===== src/rtl/dot_scan_controller.sv =====
// Raster scan controller: walks a row/column dot array, dwelling on each addressed
// dot and driving fire_out from the downstream sequencer's pattern bits.
module dot_scan_controller #(
    parameter int MEM_LENGTH         = 48,
    parameter int MEM_ADDRESS_LENGTH = 6,
    parameter int DWELL_WIDTH        = 16
) (
    input  logic                          clock,
    input  logic                          reset,
    input  logic                          start,
    input  logic                          abort,
    input  logic                          continuous,
    input  logic                          scan_by_col,
    input  logic [DWELL_WIDTH-1:0]        dwell_cycles,
    input  logic [MEM_ADDRESS_LENGTH-1:0] last_row,
    input  logic [MEM_ADDRESS_LENGTH-1:0] last_col,
    input  logic                          firing_data,
    input  logic                          firing_bit,
    output logic [MEM_ADDRESS_LENGTH-1:0] row_select,
    output logic [MEM_ADDRESS_LENGTH-1:0] col_select,
    output logic                          row_col_select,
    output logic                          fire_out,
    output logic                          busy,
    output logic                          frame_done,
    output logic [7:0]                    frame_count
);

    localparam logic [MEM_ADDRESS_LENGTH-1:0] MAX_IDX  = MEM_ADDRESS_LENGTH'(MEM_LENGTH - 1);
    localparam logic [MEM_ADDRESS_LENGTH-1:0] ONE_IDX  = MEM_ADDRESS_LENGTH'(1);
    localparam logic [DWELL_WIDTH-1:0]        ONE_DWELL = DWELL_WIDTH'(1);

    typedef enum logic [1:0] {
        S_IDLE   = 2'd0,
        S_SETTLE = 2'd1,
        S_FIRE   = 2'd2,
        S_NEXT   = 2'd3
    } state_t;

    state_t r_state;
    state_t w_next_state;

    logic [DWELL_WIDTH-1:0]        r_dwell;
    logic [DWELL_WIDTH-1:0]        r_dwell_cnt;
    logic [MEM_ADDRESS_LENGTH-1:0] r_last_row;
    logic [MEM_ADDRESS_LENGTH-1:0] r_last_col;
    logic                          r_scan_by_col;
    logic [MEM_ADDRESS_LENGTH-1:0] r_row;
    logic [MEM_ADDRESS_LENGTH-1:0] r_col;
    logic                          r_fire;
    logic                          r_frame_done;
    logic [7:0]                    r_frame_count;

    logic [DWELL_WIDTH-1:0]        w_dwell_eff;
    logic                          w_dwell_done;
    logic                          w_last_dot;
    logic [MEM_ADDRESS_LENGTH-1:0] w_last_row_clamped;
    logic [MEM_ADDRESS_LENGTH-1:0] w_last_col_clamped;

    assign w_dwell_eff        = (r_dwell == '0) ? ONE_DWELL : r_dwell;
    assign w_dwell_done       = (r_dwell_cnt >= w_dwell_eff);
    assign w_last_dot         = (r_row == r_last_row) && (r_col == r_last_col);
    assign w_last_row_clamped = (last_row > MAX_IDX) ? MAX_IDX : last_row;
    assign w_last_col_clamped = (last_col > MAX_IDX) ? MAX_IDX : last_col;

    always_ff @(posedge clock or posedge reset) begin
        if (reset) begin
            r_state <= S_IDLE;
        end else begin
            r_state <= w_next_state;
        end
    end

    always_comb begin
        w_next_state = r_state;
        if (abort) begin
            w_next_state = S_IDLE;
        end else begin
            case (r_state)
                S_IDLE:   if (start) w_next_state = S_SETTLE;
                S_SETTLE: w_next_state = S_FIRE;
                S_FIRE:   if (w_dwell_done) w_next_state = S_NEXT;
                S_NEXT: begin
                    if (w_last_dot && !continuous) w_next_state = S_IDLE;
                    else                           w_next_state = S_SETTLE;
                end
                default:  w_next_state = S_IDLE;
            endcase
        end
    end

    // Config is reloaded both at start and at each continuous frame boundary,
    // so mid-frame input changes only take effect on the following frame.
    always_ff @(posedge clock or posedge reset) begin
        if (reset) begin
            r_dwell       <= '0;
            r_dwell_cnt   <= '0;
            r_last_row    <= '0;
            r_last_col    <= '0;
            r_scan_by_col <= 1'b0;
            r_row         <= '0;
            r_col         <= '0;
            r_fire        <= 1'b0;
            r_frame_done  <= 1'b0;
            r_frame_count <= '0;
        end else if (abort) begin
            r_row        <= '0;
            r_col        <= '0;
            r_fire       <= 1'b0;
            r_frame_done <= 1'b0;
        end else begin
            r_frame_done <= 1'b0;
            case (r_state)
                S_IDLE: begin
                    if (start) begin
                        r_dwell       <= dwell_cycles;
                        r_last_row    <= w_last_row_clamped;
                        r_last_col    <= w_last_col_clamped;
                        r_scan_by_col <= scan_by_col;
                        r_row         <= '0;
                        r_col         <= '0;
                    end
                end
                S_SETTLE: begin
                    r_fire      <= firing_bit & firing_data;
                    r_dwell_cnt <= ONE_DWELL;
                end
                S_FIRE: begin
                    if (w_dwell_done) r_fire <= 1'b0;
                    else              r_dwell_cnt <= r_dwell_cnt + ONE_DWELL;
                end
                S_NEXT: begin
                    if (w_last_dot) begin
                        r_frame_done  <= 1'b1;
                        r_frame_count <= r_frame_count + 8'd1;
                        r_row         <= '0;
                        r_col         <= '0;
                        if (continuous) begin
                            r_dwell       <= dwell_cycles;
                            r_last_row    <= w_last_row_clamped;
                            r_last_col    <= w_last_col_clamped;
                            r_scan_by_col <= scan_by_col;
                        end
                    end else if (r_col < r_last_col) begin
                        r_col <= r_col + ONE_IDX;
                    end else begin
                        r_col <= '0;
                        r_row <= r_row + ONE_IDX;
                    end
                end
                default: r_fire <= 1'b0;
            endcase
        end
    end

    assign row_select     = r_row;
    assign col_select     = r_col;
    assign row_col_select = r_scan_by_col;
    assign fire_out       = r_fire;
    assign busy           = (r_state != S_IDLE);
    assign frame_done     = r_frame_done;
    assign frame_count    = r_frame_count;

endmodule


===== config.mk =====
export PLATFORM = sky130hd
export DESIGN_NAME = dot_scan_controller
export DESIGN_NICKNAME = d
export VERILOG_FILES = /design/src/rtl/dot_scan_controller.sv
export SDC_FILE = /design/constraint.sdc
export NUM_CORES = 1
export LEC_CHECK = 0
export ABC_AREA = 1
export CAP_MARGIN = 40
export CORE_MARGIN = 2
export CORE_UTILIZATION = 45
export DETAILED_ROUTE_END_ITERATION = 8
export PLACE_DENSITY = 0.78
export SYNTH_ARGS = -nofsm -noshare
export SYNTH_HDL_FRONTEND = slang
export SYNTH_SLANG_ARGS = --single-unit

===== constraint.sdc =====
create_clock -name clock -period 2.9 [get_ports clock]
set_input_delay 0.58 -clock clock [delete_from_list [all_inputs] [get_ports clock]]
set_output_delay 0.58 -clock clock [all_outputs]
set_load 0.05 [all_outputs]

==> results.yml, run 1 <==
cts:
  clkSlewWorstSetupHoldPaths_ps: 70
  cts_tree: "built"
  cts_post_setup_buffers_inserted: 0
  h_tree_depth: 3
  worst_skew_pair.late_latency_ps: 360
  cts-buffers-inserted: 9
  max-clock-path-buffers: 2
  cts.sinks: 69
  clock_tree.root_cell: "sky130_fd_sc_hd__clkbuf_8"
  postCtsResizedCells: 0
  cts_hold_buf: 0
synthesis:
  synth_compound_gate_area_share_pct: 7.56
  yosys_warnings: 0
  synthCells: 590
  yosys.area_share.xor_xnor_pct: 3.53
  number_of_register_bits_inferred_by_synthesis: 69
  synth_top_family_by_area: "simple AND/OR/NAND/NOR gates"
  synth_sequential_area_ratio_pct: 38.6
  synth_fp_nets: 656
  synth.distinct_cells: 34
  netlist_area_um2: 4470
  synthesis.area_per_instance_um2: 7.58
  synthSimpleGateAreaFrac_pct: 32.2
  yosys-mux-area-fraction_pct: 0
  synth-adder-area-share_pct: 8.40
floorplanning:
  num_rows: 36
  chipHeight_um: 104
  core_area_um2: 9730
  floorplan.die_area_um2: 10700
  floorplan.io_pins: 60
  start_util_pct: 45.9
  die_w_um: 104
routing:
  drt-total-wl_um: 10100
  viasPerCell: 5.07
  firstDrtPassIters: 5
  post-route-drc-count: 0
  drt_first_iter_violations: 157
  routed-via-count: 4017
  post_route_ant_nets: 0
  drt-wirelength-per-cell_um: 12.8
grt:
  grt_usage_pct: 19.7
  vias_in_the_first_global_route: 4000
  grt_max_degree: 42
  grt-ovfl-total: 0
  grt_pass1_wl_um: 17700
  grt_antenna_before_repair: 0
pwr:
  power_per_cell_area_nw_per_um2: 726
  total_power_mw: 3.88
  peakVddDrop_uv: 398
  p_leak_nw: 2.69
sta:
  final_setup_viols: 0
  maxSlewHeadroom_pct: 62.9
  fin_tns_setup_ps: 0
  rsz_0062_raised_after_global_routing: "false"
  fin_worst_skew_ps: 10.1
  final-hold-violation-count: 0
  max_clock_freq_mhz: 382
  fin_crit_sh_pct: 90.3
  timing.final.crit_period_ps: 2620
  timing_worst_slew_pin_value_ps: 556
  slew_viol_final: 0
critical_path:
  cp_data_required_time_ps: 2320
  critPathArrivalTime_ps: 2040
  timing.critical_path.from_type: "flip-flop"
  critical_path.max_fanout: 5
  worst-setup-path-type: "flip-flop to output pin"
  setup.worst_path.end_class: "output pin"
layout:
  antenna_cells: 0
  flow.area_growth_from_synthesis_pct: 19.6
  stdcell_count: 792
  layout.nets: 720
  final_layout_size_suffix_gt1_share_pct: 8.95
placement:
  gp_routability_congestion: 0.862
  dp_hpwl_um: 7630
  post-place-cells: 776
  port_buffers: 59
run_status:
  outcome: "completed"
flow_run:
  max-cap-violations: 0
min_path:
  worstHoldPathType: "flip-flop to flip-flop"
-- worst paths after layout --
| kind | startpoint | endpoint | slack (ps) | cells after the start |
|---|---|---|---|---|
| max | r_state[0] | busy | 280 | 4 |
| min | row_col_select | row_col_select | 480 | 2 |
| max reg2reg | r_dwell[14] | r_dwell_cnt[8] | 480 | 15 |
| min reg2reg | row_col_select | row_col_select | 480 | 2 |
| max in group asynchronous | reset | r_dwell[15] | 1520 | 3 |
| min in group asynchronous | reset | r_dwell[3] | 590 | 2 |
-- cells in the final DEF (no fill, tap or decap) --
master / n
sky130_fd_sc_hd__nand2_1: 174
sky130_fd_sc_hd__o21ai_2: 12
sky130_fd_sc_hd__clkbuf_8: 9
sky130_fd_sc_hd__dfrtp_1: 69
sky130_fd_sc_hd__nand2_2: 14
sky130_fd_sc_hd__nor3_4: 1
sky130_fd_sc_hd__nand3_1: 45
sky130_fd_sc_hd__and2_1: 1
sky130_fd_sc_hd__inv_1: 84
sky130_fd_sc_hd__buf_4: 4
sky130_fd_sc_hd__a21oi_1: 18
sky130_fd_sc_hd__o21ai_1: 4
sky130_fd_sc_hd__xnor2_1: 6
sky130_fd_sc_hd__nand2_4: 2
sky130_fd_sc_hd__nand3_4: 1
sky130_fd_sc_hd__clkinvlp_4: 2
sky130_fd_sc_hd__inv_2: 2
sky130_fd_sc_hd__nor3_1: 9
sky130_fd_sc_hd__nand4_1: 12
sky130_fd_sc_hd__nor2_2: 1
sky130_fd_sc_hd__and3_1: 1
sky130_fd_sc_hd__nor4_1: 2
sky130_fd_sc_hd__ha_1: 30
sky130_fd_sc_hd__a41o_1: 1
sky130_fd_sc_hd__clkdlybuf4s50_1: 59
sky130_fd_sc_hd__nand3_2: 1
sky130_fd_sc_hd__nand3b_1: 1
sky130_fd_sc_hd__bufinv_16: 1
sky130_fd_sc_hd__nor2_4: 3
sky130_fd_sc_hd__nor3b_1: 1
sky130_fd_sc_hd__o21bai_1: 2
sky130_fd_sc_hd__a21oi_2: 2
sky130_fd_sc_hd__nor4_4: 1
sky130_fd_sc_hd__clkinv_2: 2
sky130_fd_sc_hd__xor2_1: 12
sky130_fd_sc_hd__o21ai_0: 16
sky130_fd_sc_hd__clkinv_4: 1
sky130_fd_sc_hd__nor2_1: 50
sky130_fd_sc_hd__clkinv_1: 2
sky130_fd_sc_hd__clkbuf_1: 1
-- metal layers --
layer	global-route usage (%)	vias to the layer above	wire, µm
met1	23.0	1889	4370
li1	-	1997	-
met2	35.2	106	5090
met3	3.84	25	435
met5	0	-	0
met4	8.49	0	246
-- power by group --
group          internal (mW)  switching (mW)
logic                  0.598            1.11
registers               1.20           0.196
clock network          0.396           0.387
-- through the flow --
step                hold slack [ps]  instance area (µm²)  utilization [%]  setup WS, ps
floorplan                       442                 4470                -           580
global placement                458                 5160             53.0           524
detailed placement              463                 5160             53.0           497
CTS                             482                 5350             55.0           260
global route                    505                 5350             55.0           167
finish                          478                 5350             55.0           281
-- critical path, cell delays in order (launching register included) --
cell and delay, ps:
sky130_fd_sc_hd__dfrtp_1 430, sky130_fd_sc_hd__inv_1 110, sky130_fd_sc_hd__ha_1 230, sky130_fd_sc_hd__clkinv_1 110, sky130_fd_sc_hd__clkdlybuf4s50_1 810
-- cell usage after synthesis, drive strengths merged --
cell type	n	area [µm²]
a21oi	20	108
xor2	12	105
nor3b	1	7.51
nand3	47	253
nand3b	1	7.51
nand4	12	75.1
ha	30	375
o21ai	32	205
and2	1	6.26
nand2	190	763
and3	1	6.26
nor4	3	33.8
a41o	1	10.0
dfrtp	69	1730
xnor2	6	52.6
o21bai	2	15.0
nor2	54	228
clkinv	2	7.51
buf	10	101
inv	86	323
nor3	10	61.3
-- flip-flops by register name, summed over array words and instances, names as in the netlist --
name            flops
r_state             2
r_dwell            16
fire_out            1
r_dwell_cnt        16
col_select          6
row_col_select      1
frame_count         8
r_last_col          6
row_select          6
frame_done          1
r_last_row          6
-- kinds of logic after synthesis --
kind of cell    count (synthesis)
buf+inv                        98
flops                          69
simple gates                  320
xor+xnor                       18
fa+ha+maj                      30
compound gates                 55
-- cell type report --
cell class	count	area, µm²
multi-input combinational	423	2310
fill	953	4380
clock buffer	10	128
inverter	88	330
tap	133	166
timing repair buffer	63	621
clock inverter	6	63.8
sequential	69	1730
No activity file was read; power rests on OpenSTA's default activity.
==> run 2, diff against run 1 <==
--- a/config.mk
+++ b/config.mk
@@ -10,7 +10,7 @@
 export CORE_MARGIN = 2
 export CORE_UTILIZATION = 45
 export DETAILED_ROUTE_END_ITERATION = 8
-export PLACE_DENSITY = 0.78
+export PLACE_DENSITY = 0.67
 export SYNTH_ARGS = -nofsm -noshare
 export SYNTH_HDL_FRONTEND = slang
 export SYNTH_SLANG_ARGS = --single-unit
==> run 2 against run 1 <==
Effect of this change:
- non-clock buffer count decreased by 1
- highest routed layer unchanged
- utilization increased by 0.14 points
- first-iteration DRC count increased by 14%
- global-route usage decreased by 0.58 points
- sequential share of layout area decreased by 0.083 points
==> results.yml, run 2 (synthesis gave the netlist of run 1 again) <==
cts:
  max-clock-path-buffers: 2
  clock_tree.root_cell: "sky130_fd_sc_hd__clkbuf_8"
  h_tree_depth: 3
  clkSlewWorstSetupHoldPaths_ps: 80
  cts_tree: "built"
  postCtsResizedCells: 0
  cts.sinks: 69
  cts-buffers-inserted: 9
  worst_skew_pair.late_latency_ps: 350
  cts_hold_buf: 0
  cts_post_setup_buffers_inserted: 0
critical_path:
  cp_data_required_time_ps: 2320
  worst-setup-path-type: "flip-flop to output pin"
  setup.worst_path.end_class: "output pin"
  critical_path.max_fanout: 5
  critPathArrivalTime_ps: 2030
  timing.critical_path.from_type: "flip-flop"
pwr:
  power_per_cell_area_nw_per_um2: 726
  peakVddDrop_uv: 427
  p_leak_nw: 2.69
placement:
  port_buffers: 59
  dp_hpwl_um: 7420
  gp_routability_congestion: 0.843
grt:
  grt_antenna_before_repair: 0
  grt_pass1_wl_um: 17200
  grt_max_degree: 45
  vias_in_the_first_global_route: 3743
  grt_usage_pct: 19.1
  grt-ovfl-total: 0
layout:
  layout.cells.most_common_list: "sky130_fd_sc_hd__nand2_1, sky130_fd_sc_hd__inv_1, sky130_fd_sc_hd__dfrtp_1, sky130_fd_sc_hd__clkdlybuf4s50_1, sky130_fd_sc_hd__nor2_1"
  final_layout_size_suffix_gt1_share_pct: 8.97
  antenna_cells: 0
  layout.core_utilization_pct: 55.1
  layout.nets: 719
  flow.area_growth_from_synthesis_pct: 19.9
  layout_commonest_cell: "sky130_fd_sc_hd__nand2_1"
sta:
  fin_tns_setup_ps: 0
  slew_viol_final: 0
  maxSlewHeadroom_pct: 61.1
  timing_worst_slew_pin_value_ps: 583
  fin_worst_skew_ps: 5.33
  rsz_0062_raised_after_global_routing: "false"
  final-hold-violation-count: 0
  max_clock_freq_mhz: 383
  timing.final.crit_period_ps: 2610
  fin_crit_sh_pct: 90.0
  final_setup_viols: 0
routing:
  drt_first_iter_violations: 179
  drt-wirelength-per-cell_um: 12.5
  viasPerCell: 4.92
  drt-total-wl_um: 9880
  post-route-drc-count: 0
  firstDrtPassIters: 4
  routed-via-count: 3895
  post_route_ant_nets: 0
floorplanning:
  start_util_pct: 45.9
  die_w_um: 104
  floorplan.io_pins: 60
  chipHeight_um: 104
  num_rows: 36
  core_area_um2: 9730
  floorplan.die_area_um2: 10700
flow_run:
  max-cap-violations: 0
min_path:
  worstHoldPathType: "flip-flop to flip-flop"
run_status:
  outcome: "completed"
run 2: cell count changes in the layout (fill, tap and decap cells not counted):
cell / change
sky130_fd_sc_hd__clkbuf_8: +1
sky130_fd_sc_hd__buf_4: -2
sky130_fd_sc_hd__clkbuf_1: -1
sky130_fd_sc_hd__clkinv_4: -1
sky130_fd_sc_hd__buf_12: +1
sky130_fd_sc_hd__clkinvlp_4: +1
run 2: cell type report:
cell class | instances | area [µm²]
fillers | 944 | 4370
multi-input cells | 423 | 2310
flip-flops and latches | 69 | 1730
repair buffers | 62 | 626
inverters | 88 | 330
well taps | 133 | 166
clock buffers | 10 | 138
clock inverters | 6 | 62.6
run 2: per-stage QoR:
stage	worst slack, ps	total power, mW	cells	area, µm²	hold WS (ps)
detailed placement	488	3.12	775	5160	462
CTS	281	3.93	791	5360	481
global placement	522	3.06	775	5160	460
finish	289	3.89	791	5360	479
floorplan	580	2.76	590	4470	442
global route	198	4.24	791	5360	507
run 2: final timing paths:
path / from / end / cells after the start / slack, ps
max in group asynchronous: reset / r_last_row[0] / 3 / 1650
worst min register to register: row_col_select / row_col_select / 2 / 480
min in group asynchronous: reset / frame_count[6] / 2 / 620
worst max-delay path: r_state[0] / busy / 4 / 290
worst min-delay path: row_col_select / row_col_select / 2 / 480
worst max register to register: r_dwell[15] / r_dwell_cnt[1] / 15 / 480
run 2: critical path, cell delays in order (launching register included):
cell and delay [ps]:
sky130_fd_sc_hd__dfrtp_1 430, sky130_fd_sc_hd__inv_1 100, sky130_fd_sc_hd__ha_1 220, sky130_fd_sc_hd__clkinv_1 110, sky130_fd_sc_hd__clkdlybuf4s50_1 810
run 2: report_power, final:
group          internal (mW)  switching (mW)  total [mW]
logic                  0.598            1.09        1.69
clock network          0.417           0.382       0.800
registers               1.20           0.202        1.40
total                   2.22            1.68        3.89
run 2: layer usage:
layer | global-route usage (%) | vias to the layer above | routed length, µm
met1 | 24.4 | 1797 | 4430
li1 | - | 1991 | -
met4 | 6.18 | 0 | 172
met5 | 0 | - | 0
met2 | 32.5 | 89 | 4800
met3 | 4.03 | 18 | 475
